[config.mk]
export PLATFORM = sky130hd
export DESIGN_NAME = vga_pixel_feeder
export DESIGN_NICKNAME = d
export VERILOG_FILES = /design/src/rtl/vga_pixel_feeder.sv
export SDC_FILE = /design/constraint.sdc
export NUM_CORES = 1
export LEC_CHECK = 0
export CAP_MARGIN = 40
export CELL_PAD_IN_SITES_DETAIL_PLACEMENT = 0
export CELL_PAD_IN_SITES_GLOBAL_PLACEMENT = 1
export CORE_MARGIN = 10
export CORE_UTILIZATION = 45
export DETAILED_ROUTE_END_ITERATION = 7
export GPL_TIMING_DRIVEN = 0
export MAX_ROUTING_LAYER = met4
export PLACE_DENSITY = 0.69
export SETUP_SLACK_MARGIN = 0.4
export SKIP_LAST_GASP = 1
export SYNTH_ARGS = -nofsm -noshare
export SYNTH_HDL_FRONTEND = slang
export SYNTH_SLANG_ARGS = --single-unit
export TNS_END_PERCENT = 100
[constraint.sdc]
create_clock -name iCLK -period 4.4 [get_ports iCLK]
set_input_delay 0.88 -clock iCLK [delete_from_list [all_inputs] [get_ports iCLK]]
set_output_delay 0.88 -clock iCLK [all_outputs]
set_load 0.02 [all_outputs]
[src/rtl/vga_pixel_feeder.sv]
// Pixel feeder for VGA_Controller: buffers RGB565 pixels in a FIFO, expands them to 10-bit
// colour on request and keeps the stream aligned with controller coordinate (0,0).
module vga_pixel_feeder #(
  parameter int FIFO_DEPTH = 16,
  parameter int FIFO_AW    = 4
) (
  input  logic        iCLK,
  input  logic        iRST_N,
  input  logic [15:0] iPix_Data,
  input  logic        iPix_Valid,
  input  logic        iPix_SOF,
  output logic        oPix_Ready,
  input  logic        iRequest,
  input  logic [9:0]  iCoord_X,
  input  logic [9:0]  iCoord_Y,
  input  logic        iClr_Err,
  output logic [9:0]  oRed,
  output logic [9:0]  oGreen,
  output logic [9:0]  oBlue,
  output logic        oLocked,
  output logic        oUnderflow,
  output logic        oSync_Err
);

  typedef enum logic [1:0] {IDLE, WAIT_FRAME, STREAM, RESYNC} StateT;

  StateT              state, nextState;
  logic [16:0]        fifoMem [FIFO_DEPTH];
  logic [FIFO_AW-1:0] wrPtr, rdPtr;
  logic [FIFO_AW:0]   count;
  logic               fifoEmpty, fifoFull;
  logic               pixReady, push, pop, flush;
  logic               loadOut, useHead, setUnder, setSync;
  logic               originHit;
  logic [16:0]        headEntry;
  logic [29:0]        headColour;

  assign fifoEmpty = (count == '0);
  assign fifoFull  = (count == (FIFO_AW+1)'(FIFO_DEPTH));
  assign originHit = (iCoord_X == 10'd0) && (iCoord_Y == 10'd0);
  assign headEntry = fifoMem[rdPtr];
  assign headColour = {headEntry[15:11], headEntry[15:11],
                       headEntry[10:5],  headEntry[10:7],
                       headEntry[4:0],   headEntry[4:0]};

  // Ready is forced low while reset is asserted so every output reads 0 during reset.
  assign oPix_Ready = iRST_N && pixReady;
  assign oLocked    = (state == STREAM);

  always_comb begin
    nextState = state;
    pixReady  = 1'b0;
    push      = 1'b0;
    pop       = 1'b0;
    flush     = 1'b0;
    loadOut   = iRequest;
    useHead   = 1'b0;
    setUnder  = 1'b0;
    setSync   = 1'b0;
    case (state)
      IDLE: begin
        pixReady = 1'b1;
        push     = iPix_Valid && iPix_SOF;
        if (push) nextState = WAIT_FRAME;
      end
      WAIT_FRAME: begin
        pixReady = !fifoFull;
        push     = iPix_Valid && pixReady;
        if (iRequest && originHit && !fifoEmpty) begin
          pop       = 1'b1;
          useHead   = 1'b1;
          nextState = STREAM;
        end
      end
      STREAM: begin
        pixReady = !fifoFull;
        push     = iPix_Valid && pixReady;
        if (iRequest) begin
          if (fifoEmpty) begin
            setUnder  = 1'b1;
            nextState = RESYNC;
          end else begin
            pop = 1'b1;
            // A popped SOF must land exactly on the origin, and vice versa.
            if (headEntry[16] != originHit) begin
              setSync   = 1'b1;
              nextState = RESYNC;
            end else begin
              useHead = 1'b1;
            end
          end
        end
      end
      RESYNC: begin
        flush     = 1'b1;
        nextState = IDLE;
      end
      default: nextState = IDLE;
    endcase
  end

  always_ff @(posedge iCLK or negedge iRST_N) begin
    if (!iRST_N) state <= IDLE;
    else         state <= nextState;
  end

  always_ff @(posedge iCLK) begin
    if (push) fifoMem[wrPtr] <= {iPix_SOF, iPix_Data};
  end

  always_ff @(posedge iCLK or negedge iRST_N) begin
    if (!iRST_N) begin
      wrPtr <= '0;
      rdPtr <= '0;
      count <= '0;
    end else if (flush) begin
      wrPtr <= '0;
      rdPtr <= '0;
      count <= '0;
    end else begin
      if (push) wrPtr <= wrPtr + 1'b1;
      if (pop)  rdPtr <= rdPtr + 1'b1;
      count <= count + (FIFO_AW+1)'(push) - (FIFO_AW+1)'(pop);
    end
  end

  always_ff @(posedge iCLK or negedge iRST_N) begin
    if (!iRST_N) begin
      oRed   <= '0;
      oGreen <= '0;
      oBlue  <= '0;
    end else if (loadOut) begin
      oRed   <= useHead ? headColour[29:20] : 10'd0;
      oGreen <= useHead ? headColour[19:10] : 10'd0;
      oBlue  <= useHead ? headColour[9:0]   : 10'd0;
    end
  end

  // Sticky flags: a new error in the same cycle as a clear keeps the flag set.
  always_ff @(posedge iCLK or negedge iRST_N) begin
    if (!iRST_N) begin
      oUnderflow <= 1'b0;
      oSync_Err  <= 1'b0;
    end else begin
      if (setUnder)      oUnderflow <= 1'b1;
      else if (iClr_Err) oUnderflow <= 1'b0;
      if (setSync)       oSync_Err  <= 1'b1;
      else if (iClr_Err) oSync_Err  <= 1'b0;
    end
  end

endmodule

==> run metrics, run 1 <==
status complete, no violations; area leader, netlist edfxtp_1; share of cells above drive strength 1 0.192; Slew headroom 0.441; non-filler cells, final 1189; Final setup violation count 0; Worst Setup SP iPix_SOF; placed instance area 14000 um^2; Worst setup EP type register; Pins Over Slew Limit 0; CP max stage cell clkdlybuf4s50_1; Worst-Skew Late Latency 0.55 ns; CP Cell Sequence clkdlybuf4s50_1, and2_1, o21ai_1, nor2_1, inv_2, ha_1, inv_1, ha_1, inv_1, fa_1, inv_1, a21oi_1, nor2_1, or3_1, a21oi_1; synth unique cells 47; mapped cell area 12400 um^2; Via-to-Cell Ratio 5.74; Reg2Reg Launch Point count[2]; Worst-Margin Slew 0.838 ns; RD Place Congestion 0.796; Final Cycle Share 0.847; H-tree levels 1; Post-synth top cells edfxtp_1, mux2i_1, mux4_2, nor2_1, dfrtp_1; hold buffers post-CTS 0; syn avg cell area 18.0 um^2; root buf cell clkbuf_16; Final #Nets 884; remaining antenna violation count 0; DP Wirelength 21.0 mm; Fin. Hold Viols 0; switching pwr 2.14 mW; first-pass GRT wire length 44.8 mm; Syn-to-layout area delta 21.5%; port bufs 75; ys async rst share 0.108; kind of critical path in2reg; worst path required time 4.81 ns; final clock skew 0.0120 ns; Initial DRC Count 527; crit start category input port; Syn Nets 744; Die X 186 um; RSZ-0062 raised after global routing false; Clock transition at path regs 0.06 ns; # resized after CTS 0; Net Sw Frac 0.275; Yosys reg bits 305; antenna violations before repair 1; Int Power 5.65 mW; EDFF count, synth 272; Crit path top cell by count inv_1; Initial DRT Pass Iterations 6; # rows 60; design area 15000 um^2; Max-Cap Viols 0; Main synth FF type edfxtp_1; WL/cell 25.6 um; clock period minus worst slack 3.73 ns; Num CTS Buffers 31; Max Clk Rate 268 MHz; Setup Buffers After CTS 0; count leader, synth edfxtp_1; Crit path largest cell delay 0.70 ns; clk buf depth 3; Sink Count 305; cell count after synthesis 685; leakage 5.04 nW; CTS tree built; Flop pwr share 0.441; WL final 30.5 mm; Tot GR Track Use 0.182; Die Y 186 um; VDD IR-drop max 0.366 mV; Fill cells 2068; WP data arrival 4.14 ns; starting density of the core 0.458; Min-Delay Path Class in2async; CORE AREA 27000 um^2; Power Density 519 nW/um^2; dpl cells 1133; part of the power in combinational logic 0.232; total gr overflow 0; sequential area share after synthesis 0.728; DRC 0; pin count of the biggest net entering global routing 20; clock share of power 0.327; top cell type's share of synthesized area 0.661; Synth Warn # 0; die area 34500 um^2; top post-synthesis cells by area edfxtp_1, mux4_2, dfrtp_1; vias in the first global route 6958; Top Ports 76; Critical Path Fanout Max 18; via count 6821
## flip-flops by register name, summed over array words and instances (netlist names)
name        cells
oSync_Err       1
state           2
oUnderflow      1
oBlue           5
count           5
fifoMem       272
rdPtr           4
oRed            5
wrPtr           4
oGreen          6
## layer usage
metal,track usage,up-vias,share of wire
li1,-,3015,-
met1,0.223,3540,0.42
met2,0.304,222,0.49
met3,0.0365,44,0.070
met4,0.0480,0,0.023
met5,-,-,0
## stage by stage
stage	setup WS, ns	hold slack [ns]	setup TNS (ns)	utilization	total power [mW]
4_1_cts	0.699	0.272	0	0.557	7.86
5_1_grt	0.408	0.287	0	0.557	8.14
3_3_place_gp	-2.71	0.498	-193.60	0.502	5.19
6_report	0.674	0.277	0	0.557	7.79
3_5_place_dp	0.121	0.506	0	0.520	5.31
2_1_floorplan	0.903	0.560	0	-	4.63
## final timing paths
path	depth (start not counted)	to	slack (ns)
worst max-delay path	15	count[4]	0.67
worst min-delay path	1	count[3]	0.28
worst max register to register	16	count[4]	0.86
worst min register to register	1	oGreen[5]	0.51
max in group asynchronous	2	oRed[6]	3.64
min in group iCLK	1	oGreen[5]	0.51
## cell type report
class	instances	area (um^2)	area share
Clock buffer	38	812	0.0541
Tap cell	341	427	0.0284
Inverter	23	86.3	0.00575
Sequential cell	305	8990	0.599
Buffer	47	284	0.0189
Antenna cell	1	2.50	0.000167
Timing Repair Buffer	107	1210	0.0803
Clock inverter	17	173	0.0115
Multi-Input combinational cell	310	3030	0.202
## critical path, delay by kind of cell
| family | cells | cell delay (ns) |
|---|---|---|
| AOI/OAI and AO/OA | 3 | 0.60 |
| buffers and inverters | 5 | 1.06 |
| adders and majority gates | 3 | 0.83 |
| and+or+nand+nor | 4 | 0.76 |
## cells in the final DEF (no fill, tap or decap), types with 3 or more instances in the layout
cell / n
edfxtp_1: 272
clkdlybuf4s50_1: 74
mux2i_1: 63
mux4_2: 39
buf_4: 38
nor2_1: 35
dfrtp_1: 33
clkbuf_16: 31
o221ai_1: 30
clkbuf_1: 22
a21oi_1: 22
inv_1: 19
o22ai_1: 16
a22o_1: 16
ha_1: 16
and2_1: 10
buf_16: 8
buf_8: 8
nor4_1: 6
nand3_1: 6
buf_2: 6
o21ai_0: 5
clkinv_1: 5
nand2_1: 4
xnor2_1: 4
nor2_2: 4
nor4_2: 4
clkinvlp_4: 4
clkinv_2: 4
inv_2: 3
mux2i_4: 3
bufinv_16: 3
## power by group through the flow
| stage | Clock, mW | Combinational, mW | Sequential, mW |
|---|---|---|---|
| global placement | 0 | 1.69 | 3.50 |
| global route | 2.72 | 1.97 | 3.45 |
| floorplan | 0 | 1.11 | 3.52 |
| CTS | 2.59 | 1.82 | 3.44 |
| detailed placement | 0 | 1.82 | 3.50 |
| finish | 2.55 | 1.81 | 3.44 |
## cell families after synthesis
logic type               after synthesis  synth area share
flip-flops                           305             0.728
multiplexers                         106             0.128
AO/OA/AOI/OAI                         98            0.0578
AND/OR/NAND/NOR                       82            0.0325
buffers and inverters                 70            0.0300
adder cells (fa/ha/maj)               17            0.0178
XOR/XNOR                               7           0.00557
Note: power is estimated with default switching activity, not from simulation.
==> run 2, diff against run 1 <==
==> constraint.sdc (replaced) <==
create_clock -name iCLK -period 3.5 [get_ports iCLK]
set_input_delay 0.7 -clock iCLK [delete_from_list [all_inputs] [get_ports iCLK]]
set_output_delay 0.7 -clock iCLK [all_outputs]
set_load 0.02 [all_outputs]
==> run 2 against run 1 <==
Compared with the run above: register-to-register slack got worse by 0.30 ns; clock power rose by 26%; cell count rose by 0.42%; combinational power rose by 32%; power rose by 27%; count of clock-buffer cells in the layout did not move; hold slack got worse by 0.18 ns; first-iteration DRC count fell by 3.0%; via count rose by 0.53%; largest power group unchanged; sequential power rose by 26%; non-clock buffer count rose by 5.
==> run metrics, run 2 (same netlist as run 1, synthesis figures left out) <==
total gr overflow 0 (unchanged); Final setup violation count 0 (unchanged); met1 Use GR 0.223 (about the same); Final #Nets 889 (was 884); met3 track demand over resource 0.0365 (unchanged); # rows 60 (unchanged); total chip power 9.93 mW (was 7.79 mW); WL final 30.6 mm (was 30.5 mm); placed instance area 14000 um^2 (unchanged); Clock transition at path regs 0.06 ns (about the same); VDD IR-drop max 0.461 mV (was 0.366 mV); clock period minus worst slack 2.94 ns; hold buffers post-CTS 0 (unchanged); Worst-Margin Slew 0.848 ns (was 0.838 ns); CTS tree built (unchanged); Worst setup EP type register (unchanged); kind of critical path in2reg (unchanged); CORE AREA 27000 um^2 (unchanged); Initial DRC Count 511 (was 527); Reg2Reg Launch Point state[0] (was count[2]); flop-to-flop setup slack 0.56 ns (was 0.86 ns); vias in the first global route 6962 (was 6958); Max-Cap Viols 0 (unchanged); remaining antenna violation count 0 (unchanged); Max Clk Rate 340 MHz; Initial DRT Pass Iterations 5 (was 6); die area 34500 um^2 (unchanged); most frequent cells in the layout edfxtp_1, clkdlybuf4s50_1, mux2i_1 (unchanged); pin count of the biggest net entering global routing 20 (unchanged); Critical Path Fanout Max 6 (was 18); Power Density 657 nW/um^2 (was 519 nW/um^2); Top Ports 76 (unchanged); Pins Over Slew Limit 0 (unchanged); Slew headroom 0.434 (was 0.441); WP data arrival 3.42 ns (was 4.14 ns); dpl cells 1133 (unchanged); Via-to-Cell Ratio 5.74 (about the same); worst path required time 3.98 ns (was 4.81 ns); RD Place Congestion 0.796 (unchanged); Num CTS Buffers 31 (unchanged); status complete, no violations (unchanged); design area 15100 um^2 (was 15000 um^2); port bufs 75 (unchanged); top flop regs fifoMem: 272 flops, oGreen: 6 flops (unchanged); via count 6857 (was 6821); Sink Count 305 (unchanged); FF-to-FF End count[4] (unchanged); clk buf depth 3 (unchanged); GRT busiest layer met2 (unchanged); RSZ-0062 raised after global routing false (unchanged); met2 Use GR 0.304 (about the same); Syn-to-layout area delta 22.4% (was 21.5%); DRC 0 (unchanged); Min-Delay Path Class in2async (unchanged); most common cell after layout, fill and taps aside edfxtp_1 (unchanged); hold slack final 0.0957 ns (was 0.277 ns); crit start category input port (unchanged); non-filler cells, final 1194 (was 1189); max reg flops 272 (unchanged); Tot GR Track Use 0.182 (about the same); antenna violations before repair 1 (unchanged); Final Cycle Share 0.841; Fin. Hold Viols 0 (unchanged); DP Wirelength 21.0 mm (unchanged); H-tree levels 1 (unchanged); first-pass GRT wire length 44.8 mm (about the same); Top reg by flops fifoMem (unchanged); Worst-Skew Late Latency 0.56 ns (was 0.55 ns); WL/cell 25.6 um (about the same); Die X 186 um (unchanged); leakage 5.08 nW (was 5.04 nW); final clock skew 0.0143 ns (was 0.0120 ns); Die Y 186 um (unchanged); share of cells above drive strength 1 0.210 (was 0.192); root buf cell clkbuf_16 (unchanged); starting density of the core 0.458 (unchanged); worst r2r path cells 17 (was 16)
run 2: metrics by stage:
| stage | utilization | setup WS [ns] | TNS, ns |
|---|---|---|---|
| final | 0.561 | 0.557 | 0 |
| after global routing | 0.561 | 0.386 | 0 |
| after CTS | 0.557 | 0.236 | 0 |
| after detailed placement | 0.520 | -0.599 | -35.56 |
| after global placement | 0.502 | -3.43 | -334.52 |
| after floorplan | - | 0.0262 | 0 |
run 2: worst max path at each step:
| stage | startpoint | end | slack, ns | depth (start not counted) |
|---|---|---|---|---|
| after global placement | iPix_SOF | fifoMem[0][12] | -3.43 | 6 |
| after global routing | state[0] | count[4] | 0.39 | 17 |
| final | iCoord_Y[0] | count[4] | 0.56 | 16 |
| after detailed placement | iPix_SOF | count[4] | -0.60 | 15 |
| after floorplan | state[0] | fifoMem[3][0] | 0.03 | 8 |
| after CTS | state[0] | count[4] | 0.24 | 17 |
run 2: critical path, cell delays in order:
cell and delay [ns]:
clkdlybuf4s50_1 0.41, nor4_2 0.27, nand3_1 0.18, nor3_2 0.23, o21a_1 0.15, buf_6 0.13, ha_1 0.12, inv_1 0.04
ha_1 0.18, inv_1 0.07, fa_2 0.20, inv_1 0.04, a21oi_1 0.14, nor2_1 0.07, or3_1 0.35, a21oi_1 0.14
run 2: repair_timing:
action                     in CTS  in global routing
gates resized for setup         6                 15
pin swaps                       0                  6
cloned                          0                  0
setup endpoints to repair     109                149
setup buffers                   0                  5
run 2: power by group:
part | internal (mW) | switching (mW) | total (mW)
Combinational | 1.10 | 1.29 | 2.39
Sequential | 4.21 | 0.116 | 4.33
Clock | 1.86 | 1.35 | 3.21
run 2: final cells by class:
cell class	instances	area (um^2)
Fill cell	2058	11800
Sequential cell	305	8990
Multi-Input combinational cell	310	3100
Timing Repair Buffer	112	1240
Clock buffer	38	812
Tap cell	341	427
Buffer	47	292
Clock inverter	17	173
Inverter	23	86.3
Antenna cell	1	2.50
run 2: layer usage:
metal / routed length, um / vias to the layer above
li1: - / 3025
met1: 12500 / 3550
met2: 15100 / 239
met3: 2240 / 43
met4: 697 / 0
met5: 0 / -
==> run 3, diff against run 2 <==
==> constraint.sdc (replaced) <==
create_clock -name iCLK -period 2.8 [get_ports iCLK]
set_input_delay 0.56 -clock iCLK [delete_from_list [all_inputs] [get_ports iCLK]]
set_output_delay 0.56 -clock iCLK [all_outputs]
set_load 0.02 [all_outputs]
==> run 3 against run 2 <==
Compared with the run above: global-route usage rose by 0.98 points; first-iteration DRC count rose by 18%; count of clock-buffer cells in the layout rose by 6; cell count rose by 4.0%; clock power rose by 39%; power rose by 36%; sequential power rose by 25%; sequential share of layout area fell by 3.2 points; combinational power rose by 51%; flip-flop and latch count did not move; utilization rose by 3.2 points; clock skew barely moved.
==> run metrics, run 3 (same netlist as run 1, synthesis figures left out) <==
status complete, no violations (unchanged); Pins Over Slew Limit 0 (unchanged); CORE AREA 27000 um^2 (unchanged); die area 34500 um^2 (unchanged); Slew headroom 0.496 (was 0.434); # rows 60 (unchanged); DRC 0 (unchanged); Sink Count 305 (unchanged); via count 7104 (was 6857); Max Clk Rate 364 MHz; WL final 32.4 mm (was 30.6 mm); antenna violations before repair 0 (was 1); Min-Delay Path Class in2async (unchanged); vias in the first global route 7503 (was 6962); first-pass GRT wire length 46.8 mm (was 44.8 mm); Final setup violation count 0 (unchanged); DP Wirelength 20.1 mm (was 21.0 mm); Clock transition at path regs 0.05 ns (was 0.06 ns); remaining antenna violation count 0 (unchanged); RSZ-0062 raised after global routing true (was false); starting density of the core 0.458 (unchanged); flop-to-flop setup slack 0.05 ns (was 0.56 ns); VDD IR-drop max 0.481 mV (was 0.461 mV); Tot GR Track Use 0.192 (was 0.182); root buf cell clkbuf_16 (unchanged); clk buf depth 3 (unchanged); total chip power 13.5 mW (was 9.93 mW); Via-to-Cell Ratio 5.72 (was 5.74); WL/cell 26.1 um (was 25.6 um); most frequent cells in the layout edfxtp_1, mux2i_1, buf_4 (was edfxtp_1, clkdlybuf4s50_1, mux2i_1); Max-Cap Viols 0 (unchanged); crit start category register (was input port); final clock skew 0.0148 ns (was 0.0143 ns); Top reg by flops fifoMem (unchanged); Final Cycle Share 0.982; Fin. Hold Viols 0 (unchanged); Fill cells 1923 (was 2058); Die Y 186 um (unchanged); Final #Nets 935 (was 889); Num CTS Buffers 34 (was 31); Worst setup EP type register (unchanged); Initial DRC Count 604 (was 511); clock period minus worst slack 2.75 ns; Worst-Margin Slew 0.756 ns (was 0.848 ns); final core utilization 0.593 (was 0.561); pin count of the biggest net entering global routing 25 (was 20); most common cell after layout, fill and taps aside edfxtp_1 (unchanged); Critical Path Fanout Max 3 (was 6); total gr overflow 0 (unchanged); top flop regs fifoMem: 272 flops, oGreen: 6 flops (unchanged); Initial DRT Pass Iterations 5 (unchanged); Die X 186 um (unchanged); leakage 5.48 nW (was 5.08 nW); share of cells above drive strength 1 0.293 (was 0.210); worst path required time 3.22 ns (was 3.98 ns); Worst-Skew Late Latency 0.51 ns (was 0.56 ns); port bufs 75 (unchanged); Syn-to-layout area delta 29.4% (was 22.4%); kind of critical path reg2reg (was in2reg); WP data arrival 3.17 ns (was 3.42 ns); RD Place Congestion 0.806 (was 0.796); CTS tree built (unchanged); H-tree levels 2 (was 1); Top Ports 76 (unchanged); max reg flops 272 (unchanged); Power Density 843 nW/um^2 (was 657 nW/um^2)
run 3: power breakdown:
group | total [mW] | internal (mW) | switching [mW]
sequential | 5.42 | 5.27 | 0.153
combinational | 3.60 | 1.73 | 1.87
clock | 4.46 | 2.73 | 1.73
run 3: area by class of cell:
class,count,area [um^2],share of cell area
Clock buffer,44,940,0.0588
Tap cell,341,427,0.0267
Multi-Input combinational cell,310,3320,0.207
Buffer,47,318,0.0199
Inverter,23,105,0.00657
Timing Repair Buffer,155,1710,0.107
Sequential cell,305,8990,0.562
Clock inverter,16,180,0.0113
Antenna cell,1,2.50,0.000156
run 3: worst max-delay path, stage by stage (launching register included):
cell     delay (ns)
dfrtp_1        0.38
inv_2          0.07
ha_4           0.28
inv_6          0.04
a31oi_4        0.17
o21ai_4        0.11
nor2_4         0.16
inv_6          0.04
ha_4           0.27
inv_4          0.03
ha_4           0.15
inv_2          0.05
fa_2           0.20
inv_2          0.04
a21oi_2        0.13
nor2_2         0.06
or3_4          0.36
a21oi_2        0.13
run 3: final timing paths:
kind	startpoint	end	cells past startpoint
hold reg to reg	oGreen[4]	oGreen[4]	1
min in group iCLK	iRequest	oSync_Err	3
setup / recovery	state[1]	count[4]	17
setup reg to reg	state[1]	count[4]	17
hold / removal	iRST_N	oGreen[5]	2
max in group asynchronous	iRST_N	oRed[4]	2
run 3: layer usage:
| metal | up-vias | track usage | wire length (um) |
|---|---|---|---|
| met5 | - | - | 0 |
| met4 | 0 | 0.0542 | 761 |
| met3 | 54 | 0.0351 | 1730 |
| met2 | 249 | 0.329 | 16900 |
| met1 | 3677 | 0.229 | 13000 |
| li1 | 3124 | - | - |
run 3: through the flow:
step	hold slack [ns]	instances	TNS (ns)	worst slack [ns]	cell area, um^2
after global routing	0.0179	1241	-0.0859	-0.0859	16000
after detailed placement	0.507	1117	-147.06	-0.934	14000
after floorplan	0.264	685	0	0.142	12500
final	0.0152	1242	0	0.0495	16000
after global placement	0.497	1101	-246.21	-2.13	13700
after CTS	0.00796	1215	0	0.0217	15600
run 3: timing repair:
action | in CTS | in global routing
hold endpoints to repair | 10 | 0
setup buffers | 37 | 25
endpoints found under the setup margin | 294 | 262
pin swaps | 26 | 25
cloned | 0 | 1
hold buffers | 1 | 0
gates resized for setup | 65 | 33
